$ cat src/rtl/relay_link.sv
// relay_link: 14443-A relay bridge between two Proxmarks and the ARM SSP (MASTER / SLAVE / DELAY modes).
// Define RELAY_LOOPBACK_EN to make mod_type 011 a MASTER self-test that loops data_out back into rx.
module relay_link #(
  parameter int                DIV_LOG2  = 4,
  parameter int                FRAME_W   = 8,
  parameter int                SYNC_W    = 4,
  parameter logic [SYNC_W-1:0] SYNC      = 4'hA,
  parameter int                DELAY_W   = 32,
  parameter int                HOLDOFF_W = 17
) (
  input  logic       ck_1356meg,
  input  logic       reset,
  input  logic [2:0] mod_type,
  input  logic       ssp_dout,
  output logic       ssp_clk,
  output logic       ssp_frame,
  output logic       ssp_din,
  input  logic       data_in,
  output logic       data_out
);
  localparam int BW = $clog2(FRAME_W);
  localparam int RW = $clog2(DELAY_W);
  localparam logic [DIV_LOG2-1:0] HALF = {1'b1, {(DIV_LOG2-1){1'b0}}};
  localparam logic [BW-1:0] LAST_BIT = BW'(FRAME_W-1);
  localparam logic [RW-1:0] LAST_RPT = RW'(DELAY_W-1);
  localparam logic [1:0] S_IDLE = 2'd0, S_TIMING = 2'd1, S_DONE = 2'd2;
  localparam logic [2:0] M_MASTER = 3'd0, M_SLAVE = 3'd1, M_DELAY = 3'd2;
`ifdef RELAY_LOOPBACK_EN
  localparam logic [2:0] M_LOOP = 3'd3;
  logic r_lb;
`endif
  logic [DIV_LOG2-1:0]  r_div;
  logic [2:0]           r_mode;
  logic                 r_din;
  logic [SYNC_W-1:0]    r_tx_sr;
  logic [FRAME_W-1:0]   r_rx_sr, r_out_sr;
  logic [BW-1:0]        r_bcnt;
  logic [RW-1:0]        r_rcnt;
  logic [HOLDOFF_W-1:0] r_hold;
  logic [DELAY_W-1:0]   r_delay;
  logic [1:0]           r_state, w_state_nxt;
  logic                 w_tick, w_chg, w_master, w_rx_bit, w_tx_sync, w_rx_sync, w_hdr;
  logic                 w_rpt, w_rpt_last, w_timing, w_done, w_start, w_stop;
  logic [SYNC_W-1:0]    w_tx_new;
  logic [FRAME_W-1:0]   w_rx_new;
  logic [RW-1:0]        w_ridx;
  assign w_tick = r_div == HALF;
  assign w_chg  = mod_type != r_mode;
`ifdef RELAY_LOOPBACK_EN
  assign w_master = r_mode == M_MASTER || r_mode == M_LOOP;
  assign w_rx_bit = r_mode == M_LOOP ? r_lb : r_din;
`else
  assign w_master = r_mode == M_MASTER;
  assign w_rx_bit = r_din;
`endif
  assign w_tx_new   = {r_tx_sr[SYNC_W-2:0], ssp_dout};
  assign w_rx_new   = {r_rx_sr[FRAME_W-2:0], w_rx_bit};
  assign w_tx_sync  = w_master && w_tick && !w_chg && w_tx_new == SYNC;
  assign w_rx_sync  = w_master && w_tick && !w_chg && w_rx_new[SYNC_W-1:0] == SYNC;
  assign w_hdr      = &w_rx_new[FRAME_W-1 -: SYNC_W];
  assign w_rpt      = r_mode == M_DELAY && w_done && r_hold[HOLDOFF_W-1] && w_tick && !w_chg;
  assign w_rpt_last = w_rpt && r_rcnt == LAST_RPT;
  assign w_ridx     = LAST_RPT - r_rcnt;
  always_ff @(posedge ck_1356meg) r_state <= reset ? S_IDLE : w_state_nxt;
  always_comb
    w_state_nxt = w_start ? S_TIMING : w_stop ? S_DONE : (w_done && w_rpt_last) ? S_IDLE : r_state;
  always_comb begin
    w_timing = r_state == S_TIMING;
    w_done   = r_state == S_DONE;
    w_start  = r_state == S_IDLE && w_tx_sync;
    w_stop   = w_timing && w_rx_sync;
  end
  always_ff @(posedge ck_1356meg) begin
    if (reset) begin
      r_div     <= '0;
      r_mode    <= '0;
      r_din     <= 1'b0;
      r_tx_sr   <= '0;
      r_rx_sr   <= '0;
      r_out_sr  <= '0;
      r_bcnt    <= '0;
      r_rcnt    <= '0;
      r_hold    <= '0;
      r_delay   <= '0;
      ssp_clk   <= 1'b0;
      ssp_frame <= 1'b0;
      ssp_din   <= 1'b0;
      data_out  <= 1'b0;
`ifdef RELAY_LOOPBACK_EN
      r_lb      <= 1'b0;
`endif
    end else begin
      r_div   <= r_div + 1'b1;
      ssp_clk <= (r_div == '0) ? 1'b1 : w_tick ? 1'b0 : ssp_clk;
      r_din   <= data_in;
      r_mode  <= mod_type;
      // The delay count survives mode changes so DELAY can report a MASTER measurement.
      if (w_start || w_rpt_last)
        r_delay <= '0;
      else if (w_timing && !(&r_delay))
        r_delay <= r_delay + 1'b1;
      if (w_chg) begin
        r_tx_sr   <= '0;
        r_rx_sr   <= '0;
        r_out_sr  <= '0;
        r_bcnt    <= '0;
        r_rcnt    <= '0;
        r_hold    <= '0;
        ssp_frame <= 1'b0;
        ssp_din   <= 1'b0;
        data_out  <= 1'b0;
`ifdef RELAY_LOOPBACK_EN
        r_lb      <= 1'b0;
`endif
      end else begin
        if (w_tick)
          r_bcnt <= (r_bcnt == LAST_BIT) ? '0 : r_bcnt + 1'b1;
        if (w_master) begin
          if (w_tick) begin
            data_out  <= ssp_dout;
            r_tx_sr   <= w_tx_new;
            r_rx_sr   <= w_stop ? '0 : w_rx_new;
            ssp_frame <= r_bcnt == '0;
            ssp_din   <= 1'b0;
`ifdef RELAY_LOOPBACK_EN
            r_lb      <= data_out;
`endif
          end
        end else if (r_mode == M_SLAVE) begin
          if (w_tick) begin
            data_out  <= r_din;
            r_rx_sr   <= w_hdr ? '0 : w_rx_new;
            r_out_sr  <= w_hdr ? w_rx_new : r_out_sr << 1;
            ssp_frame <= w_hdr;
            ssp_din   <= r_out_sr[FRAME_W-1];
          end
        end else if (r_mode == M_DELAY) begin
          data_out <= 1'b0;
          if (!w_done || w_rpt_last)
            r_hold <= '0;
          else if (!r_hold[HOLDOFF_W-1])
            r_hold <= r_hold + 1'b1;
          if (w_rpt) begin
            r_rcnt    <= w_rpt_last ? '0 : r_rcnt + 1'b1;
            ssp_frame <= r_rcnt == '0;
            ssp_din   <= r_delay[w_ridx];
          end else if (w_tick) begin
            ssp_frame <= 1'b0;
            ssp_din   <= 1'b0;
          end
        end else begin
          ssp_frame <= 1'b0;
          ssp_din   <= 1'b0;
          data_out  <= 1'b0;
        end
      end
    end
  end
endmodule

$ cat config.mk
export PLATFORM = sky130hd
export DESIGN_NAME = relay_link
export DESIGN_NICKNAME = d
export VERILOG_FILES = /design/src/rtl/relay_link.sv
export SDC_FILE = /design/constraint.sdc
export NUM_CORES = 1
export LEC_CHECK = 0
export CAP_MARGIN = 40
export CORE_UTILIZATION = 57
export DETAILED_ROUTE_END_ITERATION = 10
export PLACE_DENSITY = 0.74
export SLEW_MARGIN = 20
export SYNTH_ARGS = -nofsm -noshare
export SYNTH_HDL_FRONTEND = slang
export SYNTH_SLANG_ARGS = --single-unit
export TNS_END_PERCENT = 100
$ cat constraint.sdc
create_clock -name ck_1356meg -period 7.4 [get_ports ck_1356meg]
set_clock_uncertainty 0.15 [all_clocks]
set_input_delay 1.48 -clock ck_1356meg [delete_from_list [all_inputs] [get_ports ck_1356meg]]
set_output_delay 1.48 -clock ck_1356meg [all_outputs]
set_load 0.01 [all_outputs]
Word-level counts from Yosys, hierarchy flattened
Cells that the tools add are included. W data, S select, Z words.

Add/sub/neg operators: 6. Magnitude comparators: 1. Equal/unequal tests: 15. Mux-type cells: 34. Bitwise operators: 2. Reductions and logical operators: 40.

Operator list (count): $mux W7 (6); $mux W17 (2); $add A32 B1 Y32 const B (1); $reduce_and A32 Y1 (1); $mux W1 (20); $add A17 B1 Y17 const B (1); $logic_and A1 B1 Y1 (13); $eq A4 B4 Y1 const B (3); $reduce_and A3 Y1 (4); $reduce_and A4 Y1 (3); $mux W8 (1); $logic_not A3 Y1 (2); $lt A5 B6 Y1 const B (1); $ne A3 B3 Y1 const B (2); $reduce_bool A2 Y1 (3); $reduce_or A2 Y1 (3); $add A5 B1 Y5 const B (1); $bmux W1 S5 (1); $eq A5 B5 Y1 const B (1); $logic_not A5 Y1 (1); $mux W5 (1); $sub A5 B5 Y5 const A (1); $add A4 B1 Y4 const B (1); $logic_not A4 Y1 (1); 17 further kinds (24).

Register bits after elaboration: 89. Output and inout port bits: 4. Logic and storage cells: 115.

Longest topological paths before layout
Word-level depth: 10. Mapped depth: 9.

Worst setup path before layout
No wires, ideal clock.

Kind: input to register. Start: input port ssp_dout. End: register r_delay[0]. Setup time: 0.129 ns. Arrival time: 2.769 ns. Data required time: 7.121 ns. Path slack: 4.352 ns. Cell stages on the path: 6. Buffers on the path: 1. Path through: or4bb_1 > nor3_1 > a31oi_1 > nand2_1 > buf_1 > nor2_1.

Word-level cells in the longest chain between the ends: 5.

Ends and longest elaborated chain: start: declaration (line 14) `input logic ssp_dout,`; $eq A4 B4 Y1 (line 58) `assign w_tx_sync = w_master && w_tick && !w_chg && w_tx_new == SYNC;`; $logic_and A1 B1 Y1 (line 58); $logic_and A1 B1 Y1 (line 70) `w_start = r_state == S_IDLE && w_tx_sync;`; $logic_or A1 B1 Y1 (line 98) `if (w_start || w_rpt_last)`; $reduce_or A2 Y1 (no line); end signal: assignment (line 101) `r_delay <= r_delay + 1'b1;`; end: declaration (line 40) `logic [DELAY_W-1:0] r_delay;`.

No other way between the ends. A chain may end at the register's enable or synchronous reset.

Worst setup path after layout
Start: input port ssp_dout. End: register r_delay[13].

The elaborated chain is that of the path after synthesis.

==> impl_metrics.yaml <==
run_status:
  status: "completed"
cts:
  cts_tree: "done"
  post_cts_buffers: 0
  clkTransAtPathRegs_ns: 0.08
  clockBufferDepth: 2
  cts_made_buffers: 9
  cts-resized-gates: 0
  cts_root_buf: "clkbuf_8"
  clock_latency_ns: 0.36
  cts_hold_buf: 0
  numClockSinks: 89
  htreeDepth: 3
floorplanning:
  ios: 11
  coreArea_um2: 7770
  dieArea_um2: 8400
  initial_core_util_pct: 59.0
  chipWidth_um: 91.6
  die_y_um: 91.6
  core.rowCount: 32
place:
  portBuffers: 10
  dp_cells: 609
  dp_hpwl_um: 6750
  place_congestion: 0.870
  post-place-ws_ns: 3.49
pwr:
  leakage_uw: 0.00153
  powerDensity_nw_per_um2: 185
  ir_worst_vdd_v: 0.000102
  power_uw: 919
worst_setup_path:
  crit_buf_inv: 2
  rr_endpoint: "r_hold[13]"
  r2r-start: "r_rcnt[1]"
  reg2reg_setup_slack_ns: 4.15
  worstPathRequired_ns: 7.49
  cp_top_family: "simple AND/OR/NAND/NOR gates"
  critPathMaxStageDelay_ns: 0.55
  reg2regPathDepth: 8
  crit_chain: "clkdlybuf4s50_1 -> or4bb_1 -> nor3_1 -> a31oi_1 -> nand2_1 -> buf_8 -> a21oi_1"
  crit_type: "input port to flip-flop"
  crit_path_top_delay_cell: "nand2_1"
  start_kind: "input port"
  arrival_ns: 3.63
  cp-end-kind: "flip-flop"
  crit_fanout: 19
yosys:
  ys_seq_elements: 89
  syn-instance-count: 522
  ys.flop_type: "dfxtp_1"
  synth_compound_gate_area_share_pct: 18.6
  yosysWarnings: 0
  synthXorXnorAreaFrac_pct: 3.63
  synth_top_family_by_area: "simple AND/OR/NAND/NOR gates"
  ys_types: 70
  syn_nets: 539
  synth-seq-area-share_pct: 38.9
  synth_simple_gate_area_share_pct: 26.3
  async_flop_share_pct: 0
  syn_area_per_cell_um2: 8.78
  synthAdderAreaFrac_pct: 2.73
  synth.area.mux_share_pct: 5.90
  synth_edf_count: 0
  syn_area_um2: 4580
min_path:
  min_delay_path_depth: 1
  hp-class: "flip-flop to flip-flop"
  holdPathEnd: "r_div[0]"
  hp-start: "r_div[0]"
sta:
  final_max_slew_viol_count: 0
  rsz0062_at_grt: "false"
  hold_violations: 0
  min_period_ns: 3.54
  maxSlewHeadroom_pct: 43.8
  post-route-worst-setup-slack_ns: 3.86
  max_freq_mhz: 283
  finalCritPeriodShare_pct: 47.8
  worstMarginPinSlew_ns: 0.841
  finalSetupViolCount: 0
  finalSetupTns_ns: 0
route:
  ant_nets: 0
  dr.first_iter.drc_count: 179
  vias_per_cell: 6.16
  drc: 0
  num_vias: 3865
  wl_per_cell_um: 15.6
  drt_wl_total_um: 9780
  first_pass_iters: 5
global_routing:
  grt_overflow: 0
  grt_antenna_before_repair: 0
  grt_max_degree: 36
  grt_pass1_wl_um: 16600
  grt_pass1_vias: 3552
  grt.total_usage_pct: 24.5
cells_and_area:
  diodes: 0
  syn2layout_area_growth_pct: 8.50
  fin_nets: 537
  final_cells: 627
  drive_gt1_share_pct: 7.43
flow_run:
  maxCapViolCount: 0
## registers in the layout, summed over array words and instances (netlist names)
register / count
ssp_frame: 1
r_state: 2
ssp_din: 1
r_div: 4
data_out: 1
r_bcnt: 3
r_rcnt: 5
r_hold: 17
r_mode: 3
r_tx_sr: 3
ssp_clk: 1
r_rx_sr: 7
r_delay: 32
r_din: 1
r_out_sr: 8
## synthesized netlist by cell type (all sizes together), types with 3 or more instances
library cell	number	area [um2]
or3	20	125
xnor2	11	96.3
nor2b	8	50.1
a22oi	8	60.1
nand2b	4	25.0
a2111oi	3	26.3
nor4b	3	41.3
a21oi	41	205
clkbuf	17	63.8
a31oi	4	25.0
or3b	3	26.3
inv	15	56.3
or4	11	82.6
ha	10	125
nand2	30	113
dfxtp	89	1780
and3	8	50.1
nor2	63	239
nand3	26	130
nor4	3	18.8
xor2	8	70.1
o21bai	3	22.5
o21ai	20	100
nand4	10	83.8
mux2i	12	120
nand3b	4	30.0
and4	4	35.0
o211ai	3	22.5
o2111ai	7	67.6
nor3	8	50.1
o31ai	11	110
buf	10	61.3
mux4	6	139
a211oi	9	67.6
## placed cells by master (no fill, tap or decap), types with 5 or more instances in the layout
cell type	n
a211oi_1	9
a21oi_1	41
a22oi_1	8
and3_1	8
clkbuf_8	10
clkdlybuf4s50_1	10
dfxtp_1	89
ha_1	10
inv_1	15
mux2i_1	12
mux4_2	5
nand2_1	30
nand3_1	26
nand4_1	8
nor2_1	62
nor2b_1	8
nor3_1	6
o2111ai_1	6
o21ai_0	20
o31ai_1	9
or3_1	20
or4_1	11
xnor2_1	11
xor2_1	8
## stage by stage
stage / utilization (%) / instance area, um2 / hold slack [ns]
6_report: 64.0 / 4970 / 0.327
5_1_grt: 64.0 / 4970 / 0.365
4_1_cts: 63.7 / 4950 / 0.323
3_5_place_dp: 60.6 / 4710 / 0.303
3_3_place_gp: 60.4 / 4690 / 0.286
2_1_floorplan: - / 4580 / 0.280
## report_power, final
group	total (uW)	internal, uW	switching, uW	leakage, uW
Sequential	486	482	4.40	0.000719
Clock	401	233	167	0.000120
Combinational	32.4	13.6	18.8	0.000693
## routing by layer
layer  vias up  part of all wire, %  global-route usage (%)
met5         -                    0                       0
met4         0                 0.91                    5.95
met3        10                  3.9                    5.80
met2        80                   48                    40.7
met1      1846                   47                    32.1
li1       1929                    -                       -
## worst max path at each step
| stage | depth (start not counted) | startpoint | end |
|---|---|---|---|
| floorplan | 6 | ssp_dout | r_delay[0] |
| global placement | 6 | ssp_dout | r_delay[0] |
| detailed placement | 7 | ssp_dout | r_delay[5] |
| CTS | 7 | ssp_dout | r_delay[5] |
| global route | 7 | ssp_dout | r_delay[13] |
| finish | 7 | ssp_dout | r_delay[13] |
## cell families after synthesis
kind of cell	Yosys count
AO/OA/AOI/OAI	126
XOR/XNOR	19
adder cells (fa/ha/maj)	10
buffers and inverters	42
flip-flops	89
multiplexers	19
AND/OR/NAND/NOR	217
## area by class of cell
type	instances	area (um2)
multi-input combinational	391	2620
inverter	15	56.3
tap	102	128
clock buffer	11	141
fill	688	2800
sequential	89	1780
timing repair buffer	14	143
clock inverter	5	103
## worst register-to-register path, cell delays in order, from the launching register on
cell and delay [ns]:
dfxtp_1 0.64, ha_1 0.27, and3_1 0.16, ha_1 0.30, and4b_1 0.33, and4_1 0.39
o211ai_1 0.29, or4_1 0.49, a21oi_1 0.16
(Power assumes the default switching activity.)
